$ cat config.mk
export PLATFORM = sky130hd
export DESIGN_NAME = dsp_config_loader
export DESIGN_NICKNAME = d
export VERILOG_FILES = /design/src/rtl/dsp_config_loader.sv
export SDC_FILE = /design/constraint.sdc
export NUM_CORES = 1
export LEC_CHECK = 0
export ABC_CLOCK_PERIOD_IN_PS = 3000
export BUFFER_PORTS_ARGS = -buffer_cell sky130_fd_sc_hd__buf_2
export CAP_MARGIN = 30
export CORE_ASPECT_RATIO = 1.1
export CORE_MARGIN = 2
export CORE_UTILIZATION = 32
export CTS_CLUSTER_SIZE = 28
export DETAILED_ROUTE_END_ITERATION = 16
export SLEW_MARGIN = 20
export SYNTH_ARGS = -nofsm -noshare
export SYNTH_HDL_FRONTEND = slang
export SYNTH_SLANG_ARGS = --single-unit
$ cat constraint.sdc
create_clock -name clk -period 3 [get_ports clk]
set_input_delay 0.3 -clock clk [delete_from_list [all_inputs] [get_ports clk]]
set_output_delay 0.3 -clock clk [all_outputs]
set_load 0.05 [all_outputs]
$ cat src/rtl/dsp_config_loader.sv
// Serial configuration writer: streams host words MSB-first into a daisy-chained slice, optionally comparing returned bits.
// States: S_IDLE waits for start | S_LOAD accepts and shifts words | S_DONE one-cycle completion pulse.
module dsp_config_loader #(
    parameter int CHAIN_LEN = 100,
    parameter int WORD_W    = 32,
    parameter int IDX_W     = 7
) (
    input  logic              clk,
    input  logic              RST,
    input  logic              start,
    input  logic              verify,
    input  logic [WORD_W-1:0] s_data,
    input  logic              s_valid,
    output logic              s_ready,
    output logic              configuration_enable,
    output logic              configuration_input,
    input  logic              configuration_output,
    output logic              busy,
    output logic              done,
    output logic              verify_err,
    output logic [IDX_W-1:0]  err_index
);

    localparam int CNT_W = IDX_W + 1;
    localparam int WC_W  = $clog2(WORD_W + 1);
    localparam logic [CNT_W-1:0] CHAIN_END  = CNT_W'(CHAIN_LEN);
    localparam logic [CNT_W-1:0] CHAIN_LAST = CNT_W'(CHAIN_LEN - 1);
    localparam logic [WC_W-1:0]  WORD_CNT   = WC_W'(WORD_W);

    typedef enum logic [1:0] {
        S_IDLE = 2'd0,
        S_LOAD = 2'd1,
        S_DONE = 2'd2
    } state_t;

    state_t            state;
    state_t            state_nxt;
    logic [CNT_W-1:0]  bcnt;
    logic [WC_W-1:0]   wcnt;
    logic [WORD_W-1:0] shreg;
    logic              mode_verify;
    logic [CNT_W-1:0]  remaining;
    logic [WC_W-1:0]   load_len;
    logic              accept;
    logic              mismatch;

    // Last word is truncated so bits past the chain end are never shifted.
    always_comb begin
        remaining = CHAIN_END - bcnt;
        if (int'(remaining) >= WORD_W)
            load_len = WORD_CNT;
        else
            load_len = WC_W'(remaining);
    end

    always_comb begin
        state_nxt            = state;
        s_ready              = (state == S_LOAD) && (wcnt == '0) && (bcnt < CHAIN_END);
        configuration_enable = (state == S_LOAD) && (wcnt != '0);
        configuration_input  = shreg[WORD_W-1];
        busy                 = (state != S_IDLE);
        done                 = (state == S_DONE);
        accept               = s_valid && s_ready;
        mismatch             = configuration_output != configuration_input;
        case (state)
            S_IDLE: if (start) state_nxt = S_LOAD;
            S_LOAD: if (configuration_enable && (bcnt == CHAIN_LAST)) state_nxt = S_DONE;
            S_DONE: state_nxt = S_IDLE;
            default: state_nxt = S_IDLE;
        endcase
    end

    always_ff @(posedge clk) begin
        if (RST) begin
            state       <= S_IDLE;
            bcnt        <= '0;
            wcnt        <= '0;
            shreg       <= '0;
            mode_verify <= 1'b0;
            verify_err  <= 1'b0;
            err_index   <= '0;
        end else begin
            state <= state_nxt;
            if ((state == S_IDLE) && start) begin
                bcnt        <= '0;
                wcnt        <= '0;
                mode_verify <= verify;
                verify_err  <= 1'b0;
                err_index   <= '0;
            end else if (accept) begin
                shreg <= s_data;
                wcnt  <= load_len;
            end else if (configuration_enable) begin
                shreg <= {shreg[WORD_W-2:0], 1'b0};
                wcnt  <= wcnt - 1'b1;
                bcnt  <= bcnt + 1'b1;
                // Only the first mismatch of a pass is recorded.
                if (mode_verify && mismatch && !verify_err) begin
                    verify_err <= 1'b1;
                    err_index  <= bcnt[IDX_W-1:0];
                end
            end
        end
    end

endmodule

==> flow_summary.yaml, run 1 <==
outcome:
  status: "finished, final reports clean"
setup_path:
  timing.critical_path.to: "configuration_enable"
  ff2ff_path_depth: 8
  max_stage_delay_ns: 0.43
  worst-setup-path-type: "reg2out"
  r2r_slack_ns: 0.53
  r2r-start: "wcnt[0]$_SDFFE_PP0P_"
  path_buf_inv: 3
  cp.arrival_ns: 2.34
  critPathTopFamily: "buffers and inverters"
  cpMaxStageDelayCell: "a21o_1"
  required_ns: 2.70
  cp_cell_sequence: "inv_1 -> ha_1 -> nor2b_1 -> a21o_1 -> clkinv_1 -> buf_2"
  worstSetupStartpointType: "flop"
  crit_fanout: 14
  path_depth: 6
  cp-end-kind: "output port"
  timing.rr.end: "wcnt[3]$_SDFFE_PP0P_"
  crit_start: "wcnt[0]$_SDFFE_PP0P_"
grt:
  antenna_found_initial: 0
  grt_pass1_vias: 2169
  grtUsageTotal: 0.139
  grt_max_degree: 43
  grt_pass1_wl_um: 10200
  grt_overflow_total: 0
floorplan:
  die-area_mm2: 0.00924
  die_x_um: 91.8
  io_pins: 51
  core-area_mm2: 0.00832
  row_count: 35
  fp.dieH_um: 101
  start_util: 0.326
clocking:
  cts.root.buffer_cell: "clkbuf_8"
  cts_setup_buffers: 0
  h-tree-depth: 3
  cts_tree: "done"
  cts.path.max_buffers: 2
  cts_made_buffers: 9
  ctsHoldBuffers: 0
  cts_resized: 0
  cts_sinks: 57
  clkLatencyLatePin_ns: 0.34
  clk_pin_slew_ns: 0.06
synthesis:
  ys_warn_count: 0
  async_reset_ff_frac: 0
  syn_inst: 338
  syn_area_mm2: 0.00272
  syn-num-nets: 380
  yosys.cell_types.count: 41
  synth.avg_cell_area_um2: 8.04
  yosysTopAreaCell: "dfxtp_1"
  ys_top_cells_by_area: "dfxtp_1 42%, nand2_1 10%, a311oi_1 10%"
  synth-main-ff-cell: "dfxtp_1"
  synth-edff-count: 0
  ys_seq_area_frac: 0.420
  yosys_register_bits: 57
  synth_top_area_share: 0.420
routing:
  firstDrtPassIters: 4
  via_per_inst: 4.91
  drt_first_iter_violations: 142
  totalWireLength_um: 6270
  final_antenna_net_count: 0
  via_count: 2425
  post-route-drc-count: 0
  wl_per_cell_um: 12.7
cells_and_area:
  fillCellCount: 900
  stdcell_count: 494
  regArea_mm2: 0.00114
  fin_nets: 420
  multi_input_area_mm2: 0.00141
  drive_gt1_frac: 0.209
  diodes: 0
  areaGrowthSynthToFinish_pct: 17.5
timing:
  hold_ws_ns: 0.228
  rsz0062_at_grt: "false"
  period_share: 0.878
  tightest_slew_ns: 0.893
  max_freq_mhz: 379
  hold_viol: 0
  period_needed_ns: 2.64
  skew_ns: 0.0122
  fin_setup_tns_ns: 0
  finalMaxSlewViolations: 0
  finalSetupViolCount: 0
  slew_headroom: 0.405
power:
  powerDensity_mw_per_mm2: 598
  peakVddDrop_mv: 0.287
  p_leak_nw: 1.16
placed_design:
  gp_congestion: 0.832
  port_buffers: 50
  hpwl_um: 4190
  placed_cells: 478
flow_run:
  drv_cap: 0
worst_hold_path:
  worstHoldPathType: "in2reg"
-- layout by cell type, fill, tap and decap left out, types with 2 or more instances in the layout --
| cell type | Yosys | routed |
|---|---|---|
| nand3b_1 | 3 | 3 |
| a31oi_1 | 2 | 2 |
| buf_2 | 7 | 50 |
| clkinv_2 | 0 | 3 |
| mux2i_1 | 7 | 7 |
| nand3_1 | 4 | 4 |
| a311oi_1 | 31 | 31 |
| dfxtp_1 | 57 | 57 |
| clkinv_4 | 0 | 2 |
| nor3b_1 | 3 | 3 |
| buf_4 | 1 | 6 |
| nand4_1 | 2 | 2 |
| nand2_1 | 73 | 73 |
| nor4_1 | 3 | 3 |
| clkinvlp_4 | 0 | 2 |
| nor3_1 | 6 | 6 |
| o22ai_1 | 3 | 3 |
| nor2b_1 | 2 | 2 |
| a21oi_1 | 7 | 7 |
| xor2_1 | 6 | 6 |
| clkbuf_8 | 0 | 9 |
| o21ai_0 | 4 | 4 |
| xnor2_1 | 8 | 8 |
| ha_1 | 4 | 4 |
| inv_1 | 9 | 9 |
| nand2b_1 | 6 | 6 |
| nor2_1 | 55 | 55 |
-- layer usage --
layer / wire length [um] / GRT usage / part of all wire
met3: 193 / 0.0277 / 0.031
met1: 3060 / 0.187 / 0.49
met5: 0 / 0 / 0
met2: 2960 / 0.207 / 0.47
met4: 58 / 0.0827 / 0.0093
-- cell type report --
| class | instances | share of cell area |
|---|---|---|
| multi-input cells | 244 | 0.441 |
| repair buffers | 56 | 0.0925 |
| well taps | 111 | 0.0435 |
| inverters | 10 | 0.0118 |
| clock buffers | 9 | 0.0388 |
| flip-flops and latches | 57 | 0.358 |
| clock inverters | 7 | 0.0149 |
-- tightest hold or removal path, cell delays in order --
cell     delay (ns)
buf_2          0.11
nand3_1        0.06
a21oi_1        0.05
-- worst min-delay path by stage --
stage,from,end,cells after the start
global route,verify,mode_verify$_SDFFE_PP0P_,3
global placement,state[1]$_SDFFE_PP0P_,state[0]$_SDFFE_PP0P_,1
floorplan,state[1]$_SDFFE_PP0P_,state[0]$_SDFFE_PP0P_,1
detailed placement,mode_verify$_SDFFE_PP0P_,mode_verify$_SDFFE_PP0P_,2
CTS,verify,mode_verify$_SDFFE_PP0P_,3
finish,verify,mode_verify$_SDFFE_PP0P_,3
-- power by group --
part / switching, W / leakage, nW / internal [W]
clock: 0.000325 / 0.0850 / 0.000297
combinational: 0.000261 / 0.612 / 0.000146
sequential: 0.0000462 / 0.464 / 0.000834
-- flip-flops by register name (all words and copies together) (netlist names) --
| name | count |
|---|---|
| wcnt | 6 |
| bcnt | 8 |
| state | 2 |
| err_index | 7 |
| verify_err | 1 |
| mode_verify | 1 |
| shreg | 32 |
-- synth_stat cells (2+ instances only) --
| library cell | instances |
|---|---|
| nor3b_1 | 3 |
| nor3_1 | 6 |
| xnor2_1 | 8 |
| nor4_1 | 3 |
| nand4_1 | 2 |
| a311oi_1 | 31 |
| xor2_1 | 6 |
| a31oi_1 | 2 |
| nor2b_1 | 2 |
| nand2_1 | 73 |
| a21oi_1 | 7 |
| nand3_1 | 4 |
| ha_1 | 4 |
| clkbuf_1 | 16 |
| buf_6 | 3 |
| nor2_1 | 55 |
| nand2b_1 | 6 |
| buf_2 | 7 |
| mux2i_1 | 7 |
| o22ai_1 | 3 |
| nand3b_1 | 3 |
| dfxtp_1 | 57 |
| inv_1 | 9 |
| o21ai_0 | 4 |
-- metrics by stage --
| stage | area, um2 | total power (W) | util | worst slack, ns |
|---|---|---|---|---|
| 2_1_floorplan | 2720 | 0.00121 | - | 0.383 |
| 3_3_place_gp | 3020 | 0.00130 | 0.363 | 0.665 |
| 3_5_place_dp | 3020 | 0.00130 | 0.363 | 0.557 |
| 4_1_cts | 3190 | 0.00194 | 0.384 | 0.348 |
| 5_1_grt | 3190 | 0.00202 | 0.384 | 0.165 |
| 6_report | 3190 | 0.00191 | 0.384 | 0.365 |
-- cells by family after synthesis --
kind of cell	count (synthesis)	synth area share
buffers and inverters	37	0.0640
flip-flops	57	0.420
XOR/XNOR	14	0.0451
AO/OA/AOI/OAI	53	0.153
AND/OR/NAND/NOR	166	0.273
adder cells (fa/ha/maj)	4	0.0184
multiplexers	7	0.0258
Note: power is estimated with default switching activity, not from simulation.
==> inputs of run 2 (changes only) <==
ABC_AREA = 1   (was unset)
CTS_CLUSTER_SIZE = unset   (was 28)
==> flow_summary.yaml, run 2 <==
outcome:
  status: "finished, final reports clean"
worst_hold_path:
  worstHoldStart: "RST"
  worstHoldPathType: "in2reg"
  whs_path_depth: 2
  holdPathEnd: "shreg[0]$_SDFFE_PP0P_"
cells_and_area:
  areaGrowthSynthToFinish_pct: 14.3
  regMostFlops: "shreg"
  top_regs: "shreg: 32 flops, bcnt: 8 flops, err_index: 7 flops"
  drive_gt1_frac: 0.241
  mostFrequentLayoutCells: "110 x nand2_1, 83 x nor2_1, 57 x dfxtp_1, 50 x buf_2, 45 x o21ai_0"
  multi_input_area_mm2: 0.00161
  final_common_cell: "nand2_1"
  fillCellCount: 1018
  largest_reg_flops: 32
  regArea_mm2: 0.00114
  diodes: 0
  fin_nets: 528
synthesis:
  syn_inst: 441
  async_reset_ff_frac: 0
  ys_warn_count: 0
  yosysTopAreaCell: "dfxtp_1"
  yosys.cell_types.count: 32
  syn_area_mm2: 0.00304
  yosys_register_bits: 57
  synth-edff-count: 0
  synth_top_area_share: 0.375
  ys_top_cells_by_area: "dfxtp_1 38%, nand2_1 14%, nor2_1 10%"
  syn-num-nets: 483
  ys_seq_area_frac: 0.375
  yosysMostFrequentCell: "nand2_1"
  synth_commonest_cells: "110 x nand2_1, 83 x nor2_1, 57 x dfxtp_1"
  synth-main-ff-cell: "dfxtp_1"
  synth.avg_cell_area_um2: 6.89
clocking:
  h-tree-depth: 3
  cts_setup_buffers: 0
  cts_tree: "done"
  clkLatencyLatePin_ns: 0.34
  clk_pin_slew_ns: 0.07
  cts_resized: 0
  cts.path.max_buffers: 2
  cts.root.buffer_cell: "clkbuf_8"
  ctsHoldBuffers: 0
  cts_made_buffers: 9
  cts_sinks: 57
grt:
  grt_pass1_vias: 2699
  grt_pass1_wl_um: 12300
  grtUsageTotal: 0.145
  grt_overflow_total: 0
  antenna_found_initial: 0
  grt_max_degree: 35
floorplan:
  row_count: 37
  die_x_um: 96.9
  start_util: 0.327
  fp.dieH_um: 106
  core-area_mm2: 0.00931
  die-area_mm2: 0.0103
  io_pins: 51
setup_path:
  crit_fanout: 34
  required_ns: 3.28
  cp.arrival_ns: 2.55
  r2r_slack_ns: 0.73
  crit_start: "bcnt[0]$_SDFFE_PP0P_"
  ff2ff_path_depth: 11
  worstSetupStartpointType: "flop"
  worst-setup-path-type: "reg2reg"
  r2r-start: "bcnt[0]$_SDFFE_PP0P_"
  cp-end-kind: "flop"
  timing.rr.end: "shreg[29]$_SDFFE_PP0P_"
routing:
  totalWireLength_um: 7100
  via_count: 2832
  drt_first_iter_violations: 131
  firstDrtPassIters: 4
  via_per_inst: 4.67
  wl_per_cell_um: 11.7
  post-route-drc-count: 0
  final_antenna_net_count: 0
power:
  finalPower_w: 0.00248
  p_leak_nw: 1.64
  peakVddDrop_mv: 0.375
  powerDensity_mw_per_mm2: 713
placed_design:
  hpwl_um: 4820
  port_buffers: 50
  gp_congestion: 0.857
timing:
  period_needed_ns: 2.27
  max_freq_mhz: 440
  finalSetupViolCount: 0
  tightest_slew_ns: 0.867
  fin_setup_tns_ns: 0
  skew_ns: 0.00670
  finalMaxSlewViolations: 0
  rsz0062_at_grt: "false"
  hold_ws_ns: 0.189
  hold_viol: 0
  period_share: 0.757
  slew_headroom: 0.421
flow_run:
  drv_cap: 0
## run 2: cell types whose count changed after synthesis, moves of 10 or more
| cell | before | now |
|---|---|---|
| a21oi_1 | 7 | 20 |
| a311oi_1 | 31 | 0 |
| clkbuf_1 | 16 | 4 |
| inv_1 | 9 | 19 |
| nand2_1 | 73 | 110 |
| nand2_2 | 0 | 33 |
| nor2_1 | 55 | 83 |
| o21ai_0 | 4 | 45 |
## run 2: stage by stage
step                worst slack (ns)  area, um2  instances   util
floorplan                       1.29       3040        441      -
global placement               0.777       3290        592  0.354
detailed placement             0.718       3290        592  0.354
CTS                            0.706       3470        607  0.373
global route                   0.446       3470        607  0.373
finish                         0.729       3470        607  0.373
## run 2: layer usage
layer	routed length [um]	share of wire	GRT usage
met3	398	0.056	0.0434
met2	3300	0.46	0.244
met4	103	0.015	0.0513
met5	0	0	0
met1	3300	0.47	0.175
## run 2: worst max-delay path by stage
stage | to | slack, ns | cells after the start
2_1_floorplan | shreg[31]$_SDFFE_PP0P_ | 1.29 | 14
3_3_place_gp | shreg[0]$_SDFFE_PP0P_ | 0.78 | 11
3_5_place_dp | shreg[20]$_SDFFE_PP0P_ | 0.72 | 11
4_1_cts | shreg[29]$_SDFFE_PP0P_ | 0.71 | 11
5_1_grt | shreg[31]$_SDFFE_PP0P_ | 0.45 | 11
6_report | shreg[29]$_SDFFE_PP0P_ | 0.73 | 11
## run 2: kinds of logic after synthesis
| family | count (synthesis) | share of synthesized area |
|---|---|---|
| simple gates | 254 | 0.374 |
| buf+inv | 47 | 0.0955 |
| compound gates | 74 | 0.124 |
| flops | 57 | 0.375 |
| fa+ha+maj | 4 | 0.0165 |
| xor+xnor | 5 | 0.0144 |
## run 2: power breakdown
group | switching, W | internal (W)
clock network | 0.000314 | 0.000373
logic | 0.000517 | 0.000286
registers | 0.0000769 | 0.000907
## run 2: critical path, stage by stage, from the launching register on
cell and delay (ns):
dfxtp_1 0.34, inv_1 0.12, ha_1 0.19, inv_1 0.05
nand2_1 0.13, nand2_2 0.08, nand3_2 0.09, nand4_4 0.39
nand2_2 0.21, buf_4 0.33, o21ai_0 0.13, nor2_1 0.15
## run 2: layout make-up
type                    count  share of cell area
multi-input cells         337               0.463
flip-flops and latches     57               0.329
repair buffers             54              0.0807
well taps                 117              0.0421
clock buffers               9              0.0357
inverters                  27              0.0328
clock inverters             6              0.0173
